### src/rtl/mult_pkg.sv
// Shared types and helpers for the iterative shift-and-add multiplier.
package mult_pkg;

  typedef enum logic [1:0] {
    IDLE = 2'd0,
    RUN  = 2'd1,
    DONE = 2'd2
  } state_t;

  // Number of RUN cycles needed to retire an m-bit multiplier r bits at a time.
  function automatic int num_steps(input int m, input int r);
    return m / r;
  endfunction

endpackage

### src/rtl/mult_pp_step.sv
// One combinational radix-2^R step: acc + mcand * digit, where the top digit
// bit carries negative weight when the final digit of a signed multiplier is used.
module mult_pp_step #(
  parameter int W = 64,
  parameter int R = 1
) (
  input  logic [W-1:0] acc,
  input  logic [W-1:0] mcand,
  input  logic [R-1:0] digit,
  input  logic         neg_msb,
  output logic [W-1:0] acc_next
);

  always_comb begin
    acc_next = acc;
    for (int i = 0; i < R; i++) begin
      if (digit[i]) begin
        // Two's-complement sign bit of the multiplier weighs -2^(M-1).
        if (neg_msb && (i == R - 1))
          acc_next = acc_next - (mcand << i);
        else
          acc_next = acc_next + (mcand << i);
      end
    end
  end

endmodule

### src/rtl/mult_iter.sv
// Iterative N x M multiplier retiring R multiplier bits per cycle, signed or
// unsigned, with valid/ready handshakes on both sides.
module mult_iter
  import mult_pkg::*;
#(
  parameter int N = 32,
  parameter int M = N,
  parameter int R = 1
) (
  input  logic           clk,
  input  logic           rst,
  input  logic           in_valid,
  output logic           in_ready,
  input  logic [N-1:0]   A,
  input  logic [M-1:0]   X,
  input  logic           is_signed,
  output logic           out_valid,
  input  logic           out_ready,
  output logic [N+M-1:0] AX,
  output logic           busy
);

  localparam int W  = N + M;
  localparam int L  = num_steps(M, R);
  localparam int CW = (L > 1) ? $clog2(L) : 1;

  if ((R < 1) || (R > M) || ((M % R) != 0)) begin : g_bad_r
    $error("mult_iter: R must divide M");
  end

  state_t         state, state_nx;
  logic [CW-1:0]  cnt;
  logic [W-1:0]   mcand;
  logic [W-1:0]   acc;
  logic [W-1:0]   acc_nx;
  logic [M-1:0]   mplier;
  logic           sgn;
  logic           last;

  assign last = (cnt == CW'(L - 1));

  // The multiplicand is pre-extended to full product width and shifted left
  // each step, so the step adder never needs a variable shifter.
  mult_pp_step #(.W(W), .R(R)) u_step (
    .acc      (acc),
    .mcand    (mcand),
    .digit    (mplier[R-1:0]),
    .neg_msb  (sgn & last),
    .acc_next (acc_nx)
  );

  always_ff @(posedge clk or posedge rst) begin
    if (rst) state <= IDLE;
    else     state <= state_nx;
  end

  always_comb begin
    state_nx = state;
    case (state)
      IDLE:    if (in_valid) state_nx = RUN;
      RUN:     if (last)     state_nx = DONE;
      DONE:    if (out_ready) state_nx = IDLE;
      default: state_nx = IDLE;
    endcase
  end

  always_ff @(posedge clk or posedge rst) begin
    if (rst) begin
      cnt    <= '0;
      mcand  <= '0;
      acc    <= '0;
      mplier <= '0;
      sgn    <= 1'b0;
    end else begin
      case (state)
        IDLE: if (in_valid) begin
          cnt    <= '0;
          acc    <= '0;
          mcand  <= {{M{is_signed & A[N-1]}}, A};
          mplier <= X;
          sgn    <= is_signed;
        end
        RUN: begin
          acc    <= acc_nx;
          mcand  <= mcand << R;
          mplier <= mplier >> R;
          cnt    <= last ? '0 : cnt + CW'(1);
        end
        default: ;
      endcase
    end
  end

  assign in_ready  = (state == IDLE);
  assign out_valid = (state == DONE);
  assign busy      = (state != IDLE);
  assign AX        = acc;

endmodule
### config.mk
export PLATFORM = sky130hd
export DESIGN_NAME = mult_iter
export DESIGN_NICKNAME = d
export VERILOG_FILES = /design/src/rtl/mult_pkg.sv /design/src/rtl/mult_pp_step.sv /design/src/rtl/mult_iter.sv
export SDC_FILE = /design/constraint.sdc
export NUM_CORES = 1
export LEC_CHECK = 0
export CAP_MARGIN = 20
export CORE_MARGIN = 10
export CORE_UTILIZATION = 55
export CTS_BUF_LIST = sky130_fd_sc_hd__clkbuf_8 sky130_fd_sc_hd__clkbuf_16
export CTS_CLUSTER_SIZE = 40
export DETAILED_ROUTE_END_ITERATION = 6
export DONT_BUFFER_PORTS = 1
export GPL_ROUTABILITY_DRIVEN = 0
export PLACE_DENSITY = 0.8
export SETUP_SLACK_MARGIN = 0.4
export SLEW_MARGIN = 15
export SYNTH_ARGS = -nofsm -noshare
export SYNTH_HDL_FRONTEND = slang
export SYNTH_SLANG_ARGS = --single-unit
### constraint.sdc
create_clock -name clk -period 13.95 [get_ports clk]
set_input_delay 2.79 -clock clk [delete_from_list [all_inputs] [get_ports clk]]
set_output_delay 2.79 -clock clk [all_outputs]
set_load 0.05 [all_outputs]
# ---- Yosys cells after proc, flatten, opt, wreduce, memory -nomap -nowiden
# Cells that the tools add are included.
# W data, S select, Z words.
dict set report classes {
  add_sub_neg 3
  eq_ne 7
  mux 15
  bitwise_logic 2
  reduce_logical 7
}
# operator n
set ops {}
lappend ops {{$mux W64} 4}
lappend ops {{$pmux W64 S2} 2}
lappend ops {{$add A64 B64 Y64} 1}
lappend ops {{$pmux W32 S2} 1}
lappend ops {{$sub A64 B64 Y64} 1}
lappend ops {{$mux W32} 1}
lappend ops {{$mux W5} 2}
lappend ops {{$pmux W5 S2} 1}
lappend ops {{$mux W2} 3}
lappend ops {{$ne A2 B2 Y1 const B} 3}
lappend ops {{$pmux W2 S3} 1}
lappend ops {{$reduce_and A3 Y1} 2}
lappend ops {{$add A5 B1 Y5 const B} 1}
lappend ops {{$eq A5 B5 Y1 const B} 1}
lappend ops {{$reduce_and A2 Y1} 2}
lappend ops {{$reduce_bool A2 Y1} 2}
lappend ops {{$and A1 B1 Y1} 2}
lappend ops {{$eq A2 B1 Y1 const B} 1}
lappend ops {{$eq A2 B2 Y1 const B} 1}
lappend ops {{$logic_not A2 Y1} 1}
lappend ops {{$ne A2 B1 Y1 const B} 1}
dict set report word_totals {
  ff_bits 168
  inputBits 69
  output_inout_bits 67
}

# ---- Longest topological paths before layout
# Gate-level depths: netlist of run 1.
dict set report depth {
  ltp_word 5
  depth_mapped 22
}

# ---- By module
# Synthesis of run 1 repeated with hierarchy kept, for this count alone.
dict set report hier_totals {
  hier_cells 1500
  hier_area_um2 13071.3
}
# module instances cells_per_inst area_each_um2 seq_area_each_um2
set modules_own_cells {}
lappend modules_own_cells {mult_iter 1 581 7000.5 4204.0}
lappend modules_own_cells {mult_pp_step 1 919 6070.8 0.0}

# ---- Least setup slack after synthesis of run 1
# Ideal clock, no wire load.
dict set report synth_path {
  path_type {reg-to-reg}
  startpoint {register mcand[11]}
  endpoint {register acc[61], in the netlist AX[61]}
  setup_ns 0.095
  t_arrival_ns 4.768
  path_slack_ns 9.087
  stages_incl_launch_ff 21
  n_path_buf 2
  cell_sequence {dfrtp_1 > or4_4 > or3_1 > buf_2 > nor4_4 > nand3_2 > nor4_1 > a21oi_1 > xnor2_1 > ha_1 > clkbuf_1 > nand2_1 > nor2_1 > and2_1 > nand3_1 > or3b_1 > o211ai_1 > nor2_1 > o41ai_1 > a2111oi_0 > o31ai_1}
}
dict set report synth_via {
  elab_chain_cells 4
  word_cells_on_any_way 5
  cone_classes {add/sub: 2; mux: 3}
}
# item line
set synth_rtl {}
lappend synth_rtl {{start: declaration} mult_iter.sv:33} ;# logic [W-1:0] mcand;
lappend synth_rtl {{start signal: assignment} mult_iter.sv:79} ;# mcand <= {{M{is_signed & A[N-1]}}, A};
lappend synth_rtl {{start signal: assignment} mult_iter.sv:85} ;# mcand <= mcand << R;
lappend synth_rtl {{$add A64 B64 Y64 / $sub A64 B64 Y64 (equally long branches)} {mult_pp_step.sv:22, mult_pp_step.sv:20}}
lappend synth_rtl {{$mux W64 (*)} mult_pp_step.sv:19} ;# if (neg_msb && (i == R - 1))
lappend synth_rtl {{$mux W64 (*)} mult_pp_step.sv:17} ;# if (digit[i]) begin
lappend synth_rtl {{$pmux W64 S2 (*)} mult_iter.sv:75} ;# case (state)
lappend synth_rtl {{end signal: assignment} mult_iter.sv:84} ;# acc <= acc_nx;
lappend synth_rtl {{end: declaration} mult_iter.sv:34} ;# logic [W-1:0] acc;
# Every way passes the cells marked *; elsewhere a longest branch is shown, timed or not. The select of a mux whose other input is x is not followed.
# A chain may end at the register's enable or synchronous reset.

# ---- Worst setup path after layout of run 1
dict set report layout_path {
  startpoint {register mcand[10]}
  endpoint {register acc[62], in the netlist AX[62]}
}
# The elaborated chain is that of the path after synthesis.

==> impl_metrics.sql, run 1 <==
INSERT INTO impl_metrics (metric_group, metric, value, unit) VALUES
('placement', 'place_inst', '1690', ''),
('logic_synthesis', 'synthesis.nets', '1630', ''),
('placement', 'io_buffer_count', '0', ''),
('critical_path', 'cpMaxStageDelayCell', 'a311oi_1', ''),
('clock_network', 'cts_tree', 'built', ''),
('route', 'drcViolationCount', '0', ''),
('logic_synthesis', 'ys_async_sr_fraction', '100.0', '%'),
('logic_synthesis', 'synth_edf_count', '0', ''),
('critical_path', 'worst_path_most_repeated_cell', 'o21ai_0', ''),
('cells_and_area', 'final_nets', '1572', ''),
('logic_synthesis', 'synth_seq_cells', '168', ''),
('floorplan', 'core_area', '21090', 'sq um'),
('route', 'total_detailed_routing_wirelength', '32180', 'um'),
('floorplan', 'boundaryPins', '136', ''),
('critical_path', 'crit_chain', 'or4_4, or3_1, nor4_4, nand3_2, nor3_4, nand2_1, o21ai_0, xor2_1, ha_1, a21oi_1, o21ai_0, a21o_1, a21oi_1, o2111a_1, o211ai_1, a311oi_1, o21ai_0, xnor2_1, o21ai_0', ''),
('cells_and_area', 'post-route-cell-area', '12520', 'sq um'),
('route', 'viasPerCell', '6.282', ''),
('logic_synthesis', 'post_synth_inst_count', '1494', ''),
('clock_network', 'cts_made_buffers', '17', ''),
('critical_path', 'worst_setup_path_end_kind', 'flip-flop', ''),
('logic_synthesis', 'synth-warning-count', '0', ''),
('placement', 'place_hpwl', '23390', 'um'),
('critical_path', 'crit_path_arrival_time', '5.97', 'ns'),
('critical_path', 'path_max_fanout', '7', ''),
('cells_and_area', 'num_antenna_cells', '0', ''),
('clock_network', 'post-cts-setup-buffer-count', '0', ''),
('route', 'dr.pass1.iters', '5', ''),
('floorplan', 'initial_utilization', '56.05', '%'),
('flow_run', 'maxCapViolCount', '0', ''),
('clock_network', 'worstSkewPairLatency', '0.44', 'ns'),
('clock_network', 'post_cts_resize_count', '0', ''),
('grt', 'grt_antenna_before_repair', '0', ''),
('placement', 'placement.cell_area', '11930', 'sq um'),
('cells_and_area', 'final_core_occ', '59.37', '%'),
('critical_path', 'worstSetupStartpoint', 'mcand[10]$_DFFE_PP0P_', ''),
('clock_network', 'cts-hold-fix-buffers', '0', ''),
('timing', 'tcrit_tclk_final', '40.60', '%'),
('grt', 'first_global_vias', '10307', ''),
('worst_hold_path', 'hold_path_startpoint', 'mplier[31]$_DFFE_PP0P_', ''),
('clock_network', 'cts-root-buf', 'clkbuf_16', ''),
('timing', 'skew', '0.01018', 'ns'),
('logic_synthesis', 'post-synth-top-area-cell', 'dfrtp_1', ''),
('grt', 'grt_first_pass_wirelength', '52360', 'um'),
('floorplan', 'design.die.area', '27750', 'sq um'),
('run_status', 'outcome', 'completed', ''),
('cells_and_area', 'drive_above_1_share', '4.348', '%'),
('critical_path', 'max_stage_delay', '0.60', 'ns'),
('logic_synthesis', 'yosys-top-cells-area', 'dfrtp_1 (36%), nand2_1 (9.2%), ha_1 (7.0%), xnor2_1 (5.2%), o21ai_0 (4.5%)', ''),
('logic_synthesis', 'syn-mean-instance-area', '7.911', 'sq um'),
('route', 'routed_wire_length_per_instance', '18.67', 'um'),
('grt', 'grt_start_max_net_pins', '116', ''),
('timing', 'unrepaired_setup_endpoints_after_global_routing', 'no', ''),
('clock_network', 'cts-htree-levels', '4', ''),
('timing', 'finalSetupViolCount', '0', ''),
('cells_and_area', 'number_of_non_filler_instances_in_the_completed_layout', '1724', ''),
('grt', 'groute.usage.overall', '22.21', '%'),
('timing', 'setup_total_negative_slack', '0', 'ns'),
('grt', 'final_global_route_overflow_total', '0', ''),
('route', 'drc_marker_count_from_the_first_detailed_route_iteration', '904', ''),
('logic_synthesis', 'post-synth-top-count-cell', 'nand2_1', ''),
('timing', 'finalCriticalPeriod', '5.663', 'ns'),
('route', 'vias', '10830', ''),
('cells_and_area', 'area_growth', '5.928', '%'),
('timing', 'slew_headroom', '27.22', '%'),
('timing', 'slew_violations', '0', ''),
('critical_path', 'worst_ep_required_time', '14.26', 'ns'),
('logic_synthesis', 'yosysSeqAreaShare', '35.57', '%'),
('route', 'ant_nets', '0', ''),
('timing', 'worst-slew-pin-transition', '1.092', 'ns'),
('floorplan', 'fp-row-count', '53', ''),
('logic_synthesis', 'synthFlopType', 'dfrtp_1', '');
==> worst max-delay path, delay by kind of cell (launching register included) <==
family / cells / cell delay [ns]
AOI/OAI and AO/OA: 10 / 2.37
DFF: 1 / 0.44
and+or+nand+nor: 6 / 2.01
adders and majority gates: 1 / 0.35
xor gates and xnor gates: 2 / 0.36
==> logic make-up (layout without fill, tap and decap cells) <==
| kind of cell | count (synthesis) | after routing | share of synthesized area (%) |
|---|---|---|---|
| AO/OA/AOI/OAI | 404 | 404 | 21.35 |
| XOR/XNOR | 115 | 115 | 8.522 |
| adder cells (fa/ha/maj) | 67 | 67 | 7.156 |
| buffers and inverters | 116 | 71 | 3.695 |
| flip-flops | 168 | 168 | 35.57 |
| multiplexers | 1 | 1 | 0.09527 |
| AND/OR/NAND/NOR | 623 | 623 | 23.61 |
==> final timing paths <==
check | endpoint | slack [ns] | depth (start not counted)
setup reg to reg | AX[62]$_DFFE_PP0P_ | 8.29 | 19
hold / removal | mplier[31]$_DFFE_PP0P_ | 0.50 | 2
max in group asynchronous | mcand[58]$_DFFE_PP0P_ | 10.14 | 2
hold reg to reg | mplier[31]$_DFFE_PP0P_ | 0.50 | 2
min in group asynchronous | mplier[9]$_DFFE_PP0P_ | 2.39 | 1
setup / recovery | AX[62]$_DFFE_PP0P_ | 8.29 | 19
==> state kept, by name, indices dropped and copies added (netlist names) <==
register,flops
state,2
sgn,1
AX,64
mplier,32
cnt,5
mcand,64
==> area by class of cell <==
class | count | area (sq um)
clock buffer | 17 | 425.4
clock inverter | 15 | 152.6
fill | 1876 | 8568
inverter | 28 | 110.1
multi-input combinational | 1210 | 7204
sequential | 168 | 4204
tap | 275 | 344.1
timing repair buffer | 11 | 78.83
==> cells in the final DEF, fill, tap and decap left out, drive strengths merged, types with 37 or more instances in the layout <==
| master | netlist | routed |
|---|---|---|
| nand2 | 291 | 291 |
| dfrtp | 168 | 168 |
| nor2 | 127 | 127 |
| o21ai | 110 | 110 |
| a21oi | 90 | 90 |
| nand3 | 85 | 85 |
| a31oi | 72 | 72 |
| xnor2 | 70 | 70 |
| ha | 66 | 66 |
| xor2 | 45 | 45 |
| inv | 28 | 40 |
| a21o | 37 | 37 |
==> layer usage <==
metal	global-route usage (%)	part of all wire [%]	up-vias
met2	33.47	44	439
met1	30.21	45	5134
met5	0	0	-
li1	-	-	5194
met4	7.980	2.4	0
met3	5.554	8.7	63
==> per-stage QoR <==
stage               hold slack, ns  setup slack [ns]
floorplan                   0.4593             6.613
global placement            0.4793             8.626
detailed placement          0.4846             8.466
CTS                         0.5035             8.379
global route                0.5392             7.733
finish                      0.5003             8.287
Power of run 1 is not shown: default switching activity piles up to over one toggle a cycle in this logic, so the estimate is an artifact.
==> inputs of run 2 (changes only) <==
==> constraint.sdc (replaced) <==
create_clock -name clk -period 5.88 [get_ports clk]
set_input_delay 1.176 -clock clk [delete_from_list [all_inputs] [get_ports clk]]
set_output_delay 1.176 -clock clk [all_outputs]
set_load 0.05 [all_outputs]
==> run 2 against run 1 <==
  * Register-to-register slack got worse by 7.7 ns
  * Utilization rose by 0.68 points
  * Sequential cell count did not move
  * Critical path depth fell by 1
==> impl_metrics.sql, run 2 (synthesized netlist as in run 1, its figures left out) <==
INSERT INTO impl_metrics (metric_group, metric, value, unit) VALUES
('floorplan', 'initial_utilization', '56.05', '%'),
('floorplan', 'fp-row-count', '53', ''),
('grt', 'final_global_route_overflow_total', '0', ''),
('clock_network', 'cts-htree-levels', '4', ''),
('critical_path', 'crit_path_arrival_time', '5.60', 'ns'),
('cells_and_area', 'drive_above_1_share', '5.082', '%'),
('placement', 'dp_slack', '0.4876', 'ns'),
('grt', 'grt.met1_usage', '29.96', '%'),
('floorplan', 'die_w', '166.6', 'um'),
('critical_path', 'r2r_slack', '0.63', 'ns'),
('clock_network', 'cts_made_buffers', '17', ''),
('timing', 'fmaxAchievable', '190.4', 'MHz'),
('timing', 'worst-slew-pin-transition', '1.093', 'ns'),
('flow_run', 'maxCapViolCount', '0', ''),
('route', 'dr.pass1.iters', '6', ''),
('cells_and_area', 'num_antenna_cells', '0', ''),
('grt', 'groute.usage.overall', '22.28', '%'),
('cells_and_area', 'layout_common_cells', 'nand2_1 (290), dfrtp_1 (168), nor2_1 (125)', ''),
('critical_path', 'worst_ep_required_time', '6.23', 'ns'),
('grt', 'grt_antenna_before_repair', '0', ''),
('cells_and_area', 'layout.cells.most_common', 'nand2_1', ''),
('timing', 'slew_violations', '0', ''),
('cells_and_area', 'area_growth', '7.146', '%'),
('floorplan', 'design.die.area', '27750', 'sq um'),
('critical_path', 'worst_setup_path_end_kind', 'flip-flop', ''),
('worst_hold_path', 'worst_min_path_class', 'reg2reg', ''),
('timing', 'timing_hold_violations_final', '0', ''),
('route', 'routed_wire_length_per_instance', '18.52', 'um'),
('route', 'drcViolationCount', '0', ''),
('grt', 'first_global_vias', '10276', ''),
('critical_path', 'path_max_fanout', '8', ''),
('timing', 'final.setup.worst_slack', '0.6276', 'ns'),
('timing', 'setup_total_negative_slack', '0', 'ns'),
('clock_network', 'cts_sinks', '168', ''),
('timing', 'skew', '0.01000', 'ns'),
('clock_network', 'clk_pin_slew_worst_paths', '0.07', 'ns'),
('route', 'drc_marker_count_from_the_first_detailed_route_iteration', '941', ''),
('critical_path', 'worstSetupStartpoint', 'mcand[18]$_DFFE_PP0P_', ''),
('timing', 'finalCriticalPeriod', '5.252', 'ns'),
('floorplan', 'dieHeight', '166.6', 'um'),
('clock_network', 'cts-root-to-sink-buffers', '2', ''),
('grt', 'grt_first_pass_wirelength', '52740', 'um'),
('route', 'vias', '10921', ''),
('grt', 'global_routing_met3_resource_utilization', '6.213', '%'),
('grt', 'global_route.peak_usage_layer', 'met2', ''),
('timing', 'fin_hold_ws', '0.5126', 'ns'),
('run_status', 'outcome', 'completed', ''),
('cells_and_area', 'final_nets', '1580', ''),
('critical_path', 'worst_r2r_path_depth', '18', ''),
('clock_network', 'worstSkewPairLatency', '0.44', 'ns'),
('timing', 'unrepaired_setup_endpoints_after_global_routing', 'yes', ''),
('clock_network', 'cts_tree', 'built', ''),
('worst_hold_path', 'hold_path_startpoint', 'mplier[1]$_DFFE_PP0P_', ''),
('cells_and_area', 'fillerInstances', '1812', ''),
('grt', 'global_route.usage.met2', '33.43', '%'),
('critical_path', 'critical_path.startpoint_type', 'flip-flop', ''),
('critical_path', 'reg2reg_to', 'AX[61]$_DFFE_PP0P_', ''),
('clock_network', 'cts-hold-fix-buffers', '0', ''),
('placement', 'place_hpwl', '23240', 'um'),
('timing', 'tcrit_tclk_final', '89.33', '%'),
('cells_and_area', 'number_of_non_filler_instances_in_the_completed_layout', '1731', ''),
('timing', 'finalSetupViolCount', '0', ''),
('critical_path', 'critical_path_class', 'reg2reg', ''),
('floorplan', 'core_area', '21090', 'sq um'),
('grt', 'grt_start_max_net_pins', '169', ''),
('critical_path', 'worst_setup_path_endpoint', 'AX[61]$_DFFE_PP0P_', ''),
('timing', 'slew_headroom', '27.00', '%'),
('route', 'ant_nets', '0', ''),
('placement', 'io_buffer_count', '0', ''),
('placement', 'place_inst', '1695', ''),
('route', 'total_detailed_routing_wirelength', '32060', 'um'),
('floorplan', 'boundaryPins', '136', ''),
('route', 'viasPerCell', '6.309', ''),
('critical_path', 'critical_path.reg2reg.startpoint', 'mcand[18]$_DFFE_PP0P_', ''),
('clock_network', 'cts-root-buf', 'clkbuf_16', '');
run 2: worst max-delay path: stages, from the launching register on:
cell and delay (ns):
dfrtp_1 0.43, or4_1 0.59, or3_1 0.42, nor4_4 0.35, nand3_2 0.19, nor2_1 0.29, nor2_1 0.09, xnor2_1 0.13
ha_1 0.45, nand4_1 0.15, nor2_1 0.22, and2_1 0.19, nand3_1 0.10, or3b_1 0.36, o211ai_1 0.14, nor2_1 0.15
o41ai_2 0.47, a2111oi_0 0.17, o31ai_1 0.27
run 2: worst min path at each step:
stage	end	slack, ns	depth (start not counted)
after floorplan	sgn$_DFFE_PP0P_	0.46	2
after global placement	sgn$_DFFE_PP0P_	0.47	2
after detailed placement	mplier[31]$_DFFE_PP0P_	0.49	2
after CTS	mplier[31]$_DFFE_PP0P_	0.51	2
after global routing	mplier[0]$_DFFE_PP0P_	0.54	2
final	mplier[0]$_DFFE_PP0P_	0.51	2
run 2: timing repair:
| item | 4_1_cts | 5_1_grt |
|---|---|---|
| buffers inserted | 0 | 3 |
| gates resized for setup | 0 | 7 |
| setup endpoints to repair | 0 | 9 |
run 2: metrics by stage:
stage,instance area (sq um),util (%)
6_report,12660,60.05
3_5_place_dp,11980,56.82
4_1_cts,12600,59.73
3_3_place_gp,11970,56.75
2_1_floorplan,11820,-
5_1_grt,12660,60.05
run 2: cell type report:
type	count	area, sq um	area share [%]
Clock buffer	20	466.7	3.685
Clock inverter	11	147.6	1.166
Sequential cell	168	4204	33.20
Multi-Input combinational cell	1210	7233	57.12
Timing Repair Buffer	19	158.9	1.255
Inverter	28	108.9	0.8596
Tap cell	275	344.1	2.717
run 2: metal layers:
| metal | wire length (um) | vias to the layer above |
|---|---|---|
| met4 | 755 | 0 |
| met5 | 0 | - |
| met3 | 3149 | 62 |
| met1 | 14040 | 5174 |
| met2 | 14120 | 474 |
| li1 | - | 5211 |
Power of run 2 is left out for the same reason.
